**src/rtl/spi_master_ctrl.sv**
```systemverilog
// spi_master_ctrl: SPI mode-0 (CPOL=0, CPHA=0) MSB-first master sequencer.
// Accepts one word per valid/ready handshake, paces SPI_CLK from PClK with
// its own half-period divider, and returns the word sampled on SPI_MISO.
module spi_master_ctrl #(
  parameter int DATA_W  = 8,
  parameter int CLK_DIV = 4
) (
  input  logic              PClK,
  input  logic              PRESETn,
  input  logic              tx_valid,
  input  logic [DATA_W-1:0] tx_data,
  output logic              tx_ready,
  output logic              rx_valid,
  output logic [DATA_W-1:0] rx_data,
  output logic              busy,
  output logic              SPI_CLK,
  output logic              SPI_CS_n,
  output logic              SPI_MOSI,
  input  logic              SPI_MISO
);

  localparam int DIV_W  = $clog2(CLK_DIV + 1);
  localparam int EDGE_W = $clog2(2 * DATA_W);

  localparam logic [DIV_W-1:0]  DIV_LAST  = DIV_W'(CLK_DIV - 1);
  localparam logic [EDGE_W-1:0] EDGE_LAST = EDGE_W'(2 * DATA_W - 1);
  localparam logic [EDGE_W-1:0] EDGE_PRE  = EDGE_W'(2 * DATA_W - 2);

  typedef enum logic [2:0] {
    IDLE  = 3'd0,
    SETUP = 3'd1,
    XFER  = 3'd2,
    HOLD  = 3'd3,
    GAP   = 3'd4
  } state_t;

  state_t              state_q, state_d;
  logic [DIV_W-1:0]    div_q, div_d;
  logic [EDGE_W-1:0]   edge_q, edge_d;
  logic [DATA_W-1:0]   txsh_q, txsh_d;
  logic [DATA_W-1:0]   rxsh_q, rxsh_d;
  logic [DATA_W-1:0]   rxdata_q, rxdata_d;
  logic                rxvalid_q, rxvalid_d;
  logic                sclk_q, sclk_d;
  logic                csn_q, csn_d;
  logic                mosi_q, mosi_d;

  logic tick;
  logic handshake;

  assign tick      = (div_q == DIV_LAST);
  assign handshake = tx_valid && (state_q == IDLE);

  assign tx_ready = (state_q == IDLE);
  assign busy     = (state_q != IDLE);
  assign rx_valid = rxvalid_q;
  assign rx_data  = rxdata_q;
  assign SPI_CLK  = sclk_q;
  assign SPI_CS_n = csn_q;
  assign SPI_MOSI = mosi_q;

  // Half-period divider: held at zero while idle so each frame starts on a fresh count.
  always_comb begin
    div_d = div_q;
    if (state_q == IDLE) begin
      div_d = '0;
    end else if (tick) begin
      div_d = '0;
    end else begin
      div_d = div_q + DIV_W'(1);
    end
  end

  // Frame sequencing: every SPI edge and phase change is taken on a divider tick.
  always_comb begin
    state_d   = state_q;
    edge_d    = edge_q;
    txsh_d    = txsh_q;
    rxsh_d    = rxsh_q;
    rxdata_d  = rxdata_q;
    rxvalid_d = 1'b0;
    sclk_d    = sclk_q;
    csn_d     = csn_q;
    mosi_d    = mosi_q;

    unique case (state_q)
      IDLE: begin
        if (handshake) begin
          txsh_d  = tx_data;
          rxsh_d  = '0;
          mosi_d  = tx_data[DATA_W-1];
          csn_d   = 1'b0;
          state_d = SETUP;
        end
      end

      SETUP: begin
        if (tick) begin
          state_d = XFER;
          edge_d  = '0;
          sclk_d  = 1'b1;
          rxsh_d  = {rxsh_q[DATA_W-2:0], SPI_MISO};
        end
      end

      XFER: begin
        if (tick) begin
          if (edge_q == EDGE_LAST) begin
            state_d = HOLD;
          end else begin
            edge_d = edge_q + EDGE_W'(1);
            if (edge_q[0]) begin
              sclk_d = 1'b1;
              rxsh_d = {rxsh_q[DATA_W-2:0], SPI_MISO};
            end else begin
              sclk_d = 1'b0;
              if (edge_q != EDGE_PRE) begin
                mosi_d = txsh_q[DATA_W-2];
                txsh_d = {txsh_q[DATA_W-2:0], 1'b0};
              end
            end
          end
        end
      end

      HOLD: begin
        if (tick) begin
          csn_d     = 1'b1;
          rxdata_d  = rxsh_q;
          rxvalid_d = 1'b1;
          state_d   = GAP;
        end
      end

      GAP: begin
        if (tick) begin
          state_d = IDLE;
        end
      end

      default: begin
        state_d = IDLE;
        sclk_d  = 1'b0;
        csn_d   = 1'b1;
      end
    endcase
  end

  // State and datapath registers; reset drops CS and discards any partial word at once.
  always_ff @(posedge PClK or negedge PRESETn) begin
    if (!PRESETn) begin
      state_q   <= IDLE;
      div_q     <= '0;
      edge_q    <= '0;
      txsh_q    <= '0;
      rxsh_q    <= '0;
      rxdata_q  <= '0;
      rxvalid_q <= 1'b0;
      sclk_q    <= 1'b0;
      csn_q     <= 1'b1;
      mosi_q    <= 1'b0;
    end else begin
      state_q   <= state_d;
      div_q     <= div_d;
      edge_q    <= edge_d;
      txsh_q    <= txsh_d;
      rxsh_q    <= rxsh_d;
      rxdata_q  <= rxdata_d;
      rxvalid_q <= rxvalid_d;
      sclk_q    <= sclk_d;
      csn_q     <= csn_d;
      mosi_q    <= mosi_d;
    end
  end

endmodule

```
**config.mk**
```make
export PLATFORM = sky130hd
export DESIGN_NAME = spi_master_ctrl
export DESIGN_NICKNAME = d
export VERILOG_FILES = /design/src/rtl/spi_master_ctrl.sv
export SDC_FILE = /design/constraint.sdc
export NUM_CORES = 1
export LEC_CHECK = 0
export CORE_UTILIZATION = 53
export CTS_BUF_LIST = sky130_fd_sc_hd__clkbuf_16
export CTS_CLUSTER_SIZE = 40
export DETAILED_ROUTE_END_ITERATION = 10
export PLACE_DENSITY_LB_ADDON = 0.05
export SETUP_SLACK_MARGIN = 0.4
export SYNTH_ARGS = -nofsm -noshare
export SYNTH_HDL_FRONTEND = slang
export SYNTH_SLANG_ARGS = --single-unit
```
**constraint.sdc**
```tcl
create_clock -name PClK -period 2.5 [get_ports PClK]
set_clock_uncertainty 0.2 [all_clocks]
set_input_delay 0.375 -clock PClK [delete_from_list [all_inputs] [get_ports PClK]]
set_output_delay 0.375 -clock PClK [all_outputs]
set_load 0.05 [all_outputs]
```
==> metrics.md <==
| Metric | Value |
|---|---|
| Crit Path Category | flip-flop to output pin |
| Number of cells produced by synthesis | 160 |
| Synth unique cells | 36 |
| CP arrival | 1.43 ns |
| Post-Syn Nets | 175 |
| Worst hold path type | flip-flop to flip-flop |
| Setup tns final | 0 ns |
| Reg2Reg Setup Slack | 0.50 ns |
| Critical Path Source | rx_data[0] |
| Port Buf Inserts | 25 |
| Wire length on met2 | 1.76 mm |
| Post-synthesis compound-gate area fraction | 0.0863 |
| Largest family of logic cells by synthesized area | multiplexers |
| CTS H-tree lvls | 2 |
| Post-synth EDFFs | 0 |
| Slew @ Worst Pin | 0.494 ns |
| Number of remaining DRC errors | 0 |
| Crit path max fanout | 2 |
| Placed instance count | 230 |
| CP Capture Point | rx_data[0] |
| DR vias | 1,319 |
| Hpwl dp | 2.38 mm |
| PD cells | 1360 nW/um2 |
| Top-count cell post-synth | dfrtp_1 |
| TritonCTS clock tree | yes |
| Routed length per instance | 14.5 um |
| Register bit total from synthesis | 37 |
| RePlAce Congestion | 0.841 |
| Postcts setup bufs | 0 |
| Rows | 20 |
| CP top delay family | buffers and inverters |
| RSZ-0062 raised after global routing | no |
| Final #Nets | 208 |
| CP cell instances | clkdlybuf4s50_1 |
| Largest net degree at the start of global routing | 38 |
| Met3 WL | 104 um |
| Worst reg-to-reg path cell count | 5 |
| Synthesized area | 1800 um2 |
| Synth Area in XOR/XNOR | 0.00974 |
| # setup viols final | 0 |
| Fin cells | 238 |
| Synthesized area per cell | 11.2 um2 |
| Max-cap violations | 0 |
| Root buffer cell | clkbuf_16 |
| Uppermost layer routed | met4 |
| Dominant cell type by area after synthesis | dfrtp_1 |
| Post-synthesis adder-cell area fraction | 0.0209 |
| Leak | 1.04 nW |
| Yosys warning count | 0 |
| Remaining antenna violation count | 0 |
| Global-route usage over all layers | 0.223 |
| Max_slew headroom | 0.670 |
| Final min period | 2.00 ns |
| Ratio of final minimum period to clock period | 0.801 |
| Grt ovf | 0 |
| Post-Route M1 WL | 1.53 mm |
| Asr flop ratio synth | 1.00 |
| Critical path launch point type | flip-flop |
| Mux share of post-synthesis cell area | 0.193 |
| Clk sinks | 37 |
| Fill cells | 241 |
| Initial antenna violation count | 0 |
| Worst skew pair latency | 0.28 ns |
| Die height | 60.2 um |
| CTS Buf Count | 5 |
| Post-synthesis sequential area ratio | 0.516 |
| Critical Path RT | 1.92 ns |
| ANT cells | 0 |
| FMAX | 499 MHz |
| Slowest CP cell | clkdlybuf4s50_1 |
| Slew Limit Fails | 0 |
| First DRT Iteration DRCs | 46 |
| Initial cell density of the core | 0.575 |
| Area Overhead vs Synth | 28.9% |
| Final wirelength | 3.45 mm |
| WP depth | 1 |
| DR pass1 iterations | 4 |
| Post-Synth Simple-Gate Area | 0.135 |
| R2r endpoint | txsh_q[3] |
| Most frequent cells after synthesis | dfrtp_1 (36), mux2_2 (22), nand2_1 (11) |
| First-pass GRT wire length | 5.83 mm |
| Max VDD drop | 0.580 mV |
| Setup crit end kind | output pin |
| Final hold viol count | 0 |
| Layout cells sized above 1 | 0.278 |
| Die area | 3630 um2 |
| Clock transition at the registers of the reported paths | 0.05 ns |
| Worst path bufs/invs | 1 |
| Longest Clk Path Bufs | 2 |
| RR Startpoint | edge_q[0] |
| Synth top area cells | dfrtp_1 (50%), mux2_2 (14%), mux2_4 (3.3%) |
| Number of global-route vias before repair | 1,308 |
| Core box area | 3130 um2 |
| Vias/cell | 5.54 |
| Primary FF master, synth | dfrtp_1 |
| Crit-path max cell delay | 0.80 ns |
| Status | finished clean |
| Post-synth top area share | 0.501 |
| IO Count | 26 |
| Die width | 60.2 um |
-- sequential cells by signal, indices dropped and copies added, names as in the netlist --
register  cells
rx_data       8
SPI_CS_n      1
SPI_MOSI      1
div_q         3
SPI_CLK       1
edge_q        4
rxsh_q        8
txsh_q        7
state_q       3
rx_valid      1
-- layer usage --
| metal | GRT usage | vias to the layer above |
|---|---|---|
| li1 | - | 629 |
| met1 | 0.268 | 663 |
| met2 | 0.378 | 22 |
| met3 | 0.0455 | 5 |
| met4 | 0.103 | 0 |
| met5 | 0 | - |
-- cells in the final DEF, fill, tap and decap left out, types with 2 or more instances in the layout --
cell             netlist  layout
clkdlybuf4s50_1        0      22
o21ai_0                9       9
dfrtp_1               36      34
ha_1                   3       2
nand3_1                4       4
nor3_1                 9       8
nor3b_1                3       3
dfrtp_2                0       2
mux2_2                22      22
nand2b_1               5       5
mux2i_1                4       4
mux2_4                 4       4
buf_4                  0      12
nor2_1                 6       6
a21oi_1                8       8
nand2_1               11      11
o31ai_1                2       2
inv_1                  7       7
and3_1                 2       2
clkbuf_16              0       5
-- worst min-delay path by stage --
stage / startpoint / to / cells past startpoint
floorplan: PRESETn / SPI_CLK / 0
global placement: div_q[0] / div_q[0] / 1
global route: div_q[0] / div_q[0] / 1
CTS: div_q[0] / div_q[0] / 1
detailed placement: div_q[0] / div_q[0] / 1
finish: div_q[0] / div_q[0] / 1
-- logic make-up (layout without fill, tap and decap cells) --
kind of cell               after synthesis  after routing
AOI/OAI and AO/OA                       25             25
xor gates and xnor gates                 2              2
adders and majority gates                3              3
buffers and inverters                   16             50
DFF                                     37             37
muxes                                   30             30
and+or+nand+nor                         47             47
-- where the power goes --
part           total (mW)  internal, mW  leakage [nW]  switching [mW]
combinational        1.42         0.620         0.482           0.795
sequential           1.03         0.848         0.477           0.182
clock               0.699         0.466        0.0775           0.233
-- stage by stage --
stage	hold WS, ns	setup WS, ns	power (mW)	area [um2]	utilization
after floorplan	-0.121	0.309	2.02	1810	-
after global placement	0.234	0.195	2.39	2140	0.684
after detailed placement	0.243	0.161	2.44	2140	0.684
final	0.244	0.498	3.14	2320	0.741
after CTS	0.250	0.410	3.15	2310	0.739
after global routing	0.261	0.414	3.34	2320	0.741
-- repair_timing --
item | 4_1_cts | 5_1_grt
resized for setup | 3 | 4
gates cloned | 0 | 0
hold buffers | 0 | 0
endpoints found under the setup margin | 12 | 12
-- area by class of cell --
cell class	count	area, um2	share of cell area
repair buffers	35	319	0.138
inverters	7	26.3	0.0113
clock buffers	5	125	0.0540
multi-input cells	107	822	0.355
flip-flops and latches	37	930	0.401
clock inverters	3	41.3	0.0178
well taps	44	55.1	0.0237
No activity file was read; power rests on OpenSTA's default activity.
==> RTL change 1 (config.mk and constraints unchanged) <==
Encoding of `state_t`: now Gray code (3 bits for 5 states).
--- a/src/rtl/spi_master_ctrl.sv
+++ b/src/rtl/spi_master_ctrl.sv
@@ -27,11 +27,11 @@
   localparam logic [EDGE_W-1:0] EDGE_PRE  = EDGE_W'(2 * DATA_W - 2);
 
   typedef enum logic [2:0] {
-    IDLE  = 3'd0,
-    SETUP = 3'd1,
-    XFER  = 3'd2,
-    HOLD  = 3'd3,
-    GAP   = 3'd4
+    IDLE  = 3'b000,
+    SETUP = 3'b001,
+    XFER  = 3'b011,
+    HOLD  = 3'b010,
+    GAP   = 3'b110
   } state_t;
 
   state_t              state_q, state_d;
Formal check against the unedited RTL: same outputs for any inputs over 10 cycles, from zero or initial values and one cycle with PRESETn low; not proved beyond that.
==> RTL change 1 against the unedited design <==
  * Critical path depth rose by 3
  * Worst setup slack lost 42 ps
  * Design area fell by 3.1%
  * Global-route usage shrank 0.76 points
  * Area after synthesis fell by 0.63%
  * Sequential cell count is the same
  * Wire length shrank 0.29%
Power is not compared: it rests on default switching activity, and its combinational part moved more than twofold at a synthesized area within 25%.
==> RTL change 1: results <==
{
  "synthTopCellsByArea": "dfrtp_1, mux2i_1, nand2_1, o21ai_2, inv_1",
  "drt-wirelength-per-cell_um": 13.7,
  "status": "finished, final reports clean",
  "grt_first_pass_wirelength_mm": 5.54,
  "cp_slowest_cell": "dfrtp_1",
  "synthTopCellsByCount": "dfrtp_1, nand2_1, mux2i_1",
  "path_max_fanout": 14,
  "seq_power_share": 0.498,
  "numPortBuffers": 25,
  "clock.fmax_mhz": 489,
  "clkTransAtPathRegs_ps": 50,
  "root_buffer": "clkbuf_16",
  "dpl.cell_count": 240,
  "drive_gt1_frac": 0.155,
  "routabilityCongestion": 0.776,
  "grt.total_usage": 0.215,
  "worst_pin_slew_ps": 714,
  "crit_path_start": "state_q[1]",
  "cpPeakStageDelay_ps": 380,
  "syn_inst": 174,
  "drtIter0Drc": 81,
  "synth_fp_nets": 189,
  "clk_latency_ps": 280,
  "final_nets": 222,
  "dp_hpwl_mm": 2.26,
  "place_area_um2": 2070,
  "wl_mm": 3.44,
  "grt_pass1_vias": 1273,
  "viasPerCell": 5.43,
  "critical_path_arrival_ps": 1470,
  "synth_cell_type_count": 38,
  "dpl_worst_slack_ps": 464,
  "ys_seq_area_frac": 0.519,
  "async_flop_share": 1.00,
  "numCtsBuffers": 5,
  "rr_startpoint": "div_q[0]",
  "holdCritPathClass": "register to register"
}
RTL change 1: cell families (layout without fill, tap and decap cells):
logic type / Yosys count / after routing / share of synthesized area
buffers and inverters: 20 / 53 / 0.0560
adder cells (fa/ha/maj): 3 / 3 / 0.0210
multiplexers: 15 / 15 / 0.0840
flip-flops: 37 / 37 / 0.519
XOR/XNOR: 1 / 1 / 0.00490
AND/OR/NAND/NOR: 57 / 57 / 0.157
AO/OA/AOI/OAI: 41 / 41 / 0.158
RTL change 1: per-layer routing:
layer | vias to the layer above | wire length [µm] | global-route usage
met1 | 658 | 1380 | 0.252
met2 | 39 | 1850 | 0.365
met3 | 6 | 166 | 0.0649
met5 | - | 0 | 0
li1 | 659 | - | -
met4 | 0 | 40 | 0.0897
RTL change 1: worst max-delay path: cells and delay by family (launching register included):
kind | cells | cell delay [ps]
buffers and inverters | 3 | 470
flip-flops | 1 | 380
AND/OR/NAND/NOR | 1 | 330
RTL change 1: path summary, 6_finish.rpt:
path | endpoint | depth (start not counted) | slack [ps]
setup / recovery | busy | 4 | 460
hold / removal | div_q[0] | 1 | 270
setup reg to reg | rx_data[5] | 5 | 540
hold reg to reg | div_q[0] | 1 | 270
max in group asynchronous | SPI_CS_n | 2 | 1430
min in group asynchronous | txsh_q[5] | 2 | 320
RTL change 1: final cells by class:
type	instances	area [µm²]
clock inverter	2	7.51
timing repair buffer	34	315
tap	44	55.1
sequential	37	927
inverter	12	45.0
multi-input combinational	117	771
clock buffer	5	125
fill	244	882
RTL change 1: what timing repair did:
item | CTS | global route
hold endpoints to repair | 0 | 0
setup endpoints to repair | 1 | 9
pin swaps | 0 | 1
setup buffers | 0 | 4
gates resized for setup | 1 | 2
==> RTL change 2 (config.mk and constraints unchanged) <==
Made on the original files. The parameter `CLK_DIV` goes from 4 to 8.
--- a/src/rtl/spi_master_ctrl.sv
+++ b/src/rtl/spi_master_ctrl.sv
@@ -3,7 +3,7 @@
 // its own half-period divider, and returns the word sampled on SPI_MISO.
 module spi_master_ctrl #(
   parameter int DATA_W  = 8,
-  parameter int CLK_DIV = 4
+  parameter int CLK_DIV = 8
 ) (
   input  logic              PClK,
   input  logic              PRESETn,
Check against the original RTL: not equivalent (Yosys sat finds a counterexample within 10 cycles, from zero or initial values and one cycle with PRESETn low).
==> RTL change 2 against the unedited design <==
  * The flow now finishes with violations (negative hold slack)
  * Design area is 0.22% higher
  * Worst setup slack worse by 11 ps
  * First-iteration DRC count increased by 50%
  * Wire length up 3.0%
  * Sequential cell count is 1 higher
  * Area after synthesis grew 0.28%
  * Global-route usage increased by 0.68 points
  * Critical endpoint unchanged
Power is not compared: it rests on default switching activity, and its combinational part moved more than twofold at a synthesized area within 25%.
==> RTL change 2: results <==
{
  "hold_viol_final": 2,
  "clkTransAtPathRegs_ps": 50,
  "holdWs_ps": -6.49,
  "crit_path_start": "rx_data[0]",
  "critical_path_arrival_ps": 1440,
  "async_flop_share": 1.00,
  "clk_latency_ps": 280,
  "final_nets": 197,
  "synthTopCellsByArea": "dfrtp_1, mux2_2, a22o_1, ha_1, a21oi_1",
  "rrSetupSlack_ps": 490,
  "synth_fa_ha_area_frac": 0.0208,
  "critical-path-top-delay-family": "buffers and inverters",
  "met1_usage": 0.289,
  "drtIter0Drc": 69,
  "num-fill-cells": 224,
  "rr_startpoint": "edge_q[0]",
  "viasPerCell": 5.82,
  "clockBufferDepth": 2,
  "slew_headroom": 0.445,
  "drive_gt1_frac": 0.275,
  "synth_top_flop_cell": "dfrtp_1",
  "synth_compound_area_frac": 0.142,
  "path_max_fanout": 2,
  "use_met2": 0.381,
  "failed_checks": "negative hold slack",
  "synthTopCellsByCount": "dfrtp_1, mux2_2, nor2_1",
  "dpl_worst_slack_ps": 410,
  "routabilityCongestion": 0.859,
  "ir_drop_mv": 0.375,
  "status": "finished with violations",
  "synth_xor_area_frac": 0.0146,
  "holdCritPathClass": "primary input to async pin",
  "drtPass1Iterations": 4,
  "drt-wirelength-per-cell_um": 15.7,
  "p_leak_nw": 1.06,
  "grt_start_max_net_pins": 39,
  "numPortBuffers": 25,
  "grt.total_usage": 0.229,
  "r2r-end": "rxsh_q[0]",
  "yosys_warnings": 0,
  "reg2regPathDepth": 5,
  "synth_cell_type_count": 42,
  "synth_fp_nets": 165,
  "dp_hpwl_mm": 2.40,
  "root_buffer": "clkbuf_16",
  "n_antenna_cell": 0,
  "cp_slowest_cell": "clkdlybuf4s50_1",
  "grt_first_pass_wirelength_mm": 5.98,
  "use_met3": 0.0584,
  "numCtsBuffers": 5,
  "cpPeakStageDelay_ps": 810,
  "cts_max_level": 2,
  "synth.area.mux_share": 0.143,
  "antenna_found_initial": 0,
  "ys_seq_area_frac": 0.528
}
[RTL change 2: logic make-up (layout without fill, tap and decap cells)]
| family | count (synthesis) | after routing |
|---|---|---|
| AOI/OAI and AO/OA | 36 | 36 |
| xor gates and xnor gates | 3 | 3 |
| buffers and inverters | 11 | 43 |
| and+or+nand+nor | 36 | 36 |
| DFF | 38 | 38 |
| muxes | 23 | 23 |
| adders and majority gates | 3 | 3 |
[RTL change 2: cell type report]
| cell class | count | area (µm²) | share of cell area |
|---|---|---|---|
| clock buffer | 5 | 125 | 0.0539 |
| clock inverter | 2 | 33.8 | 0.0145 |
| inverter | 4 | 15.0 | 0.00646 |
| multi-input combinational | 101 | 823 | 0.354 |
| sequential | 38 | 955 | 0.411 |
| tap | 44 | 55.1 | 0.0237 |
| timing repair buffer | 32 | 317 | 0.136 |
[RTL change 2: report_power, final]
part	internal, W	leakage, nW	switching, W
sequential	0.000619	0.492	0.00000240
clock	0.000460	0.0773	0.000219
combinational	0.0000169	0.489	0.0000151
total	0.00110	1.06	0.000237
[RTL change 2: timing repair]
action	in CTS	in global routing
setup buffers	2	1
setup endpoints to repair	10	15
resized for setup	2	6
pin swaps	1	1
[RTL change 2: worst max-delay path by stage]
stage | endpoint | cells after the start
finish | rx_data[0] | 1
global route | txsh_q[6] | 5
CTS | txsh_q[6] | 5
detailed placement | SPI_MOSI | 5
global placement | SPI_MOSI | 5
floorplan | busy | 3
[RTL change 2: through the flow]
step / hold slack (ps) / utilization / std cells / cell area, µm²
2_1_floorplan: -121 / - / 150 / 1810
3_3_place_gp: 253 / 0.674 / 216 / 2110
3_5_place_dp: 267 / 0.674 / 216 / 2110
4_1_cts: 30.4 / 0.730 / 225 / 2280
5_1_grt: 69.1 / 0.743 / 226 / 2320
6_report: -6.49 / 0.743 / 226 / 2320
[RTL change 2: routing by layer]
layer  share of wire  routed length (µm)  vias up
met5               0                   0        -
met4           0.014                  49        0
met3           0.044                 158        7
met2            0.52                1830       35
met1            0.43                1510      658
li1                -                   -      616
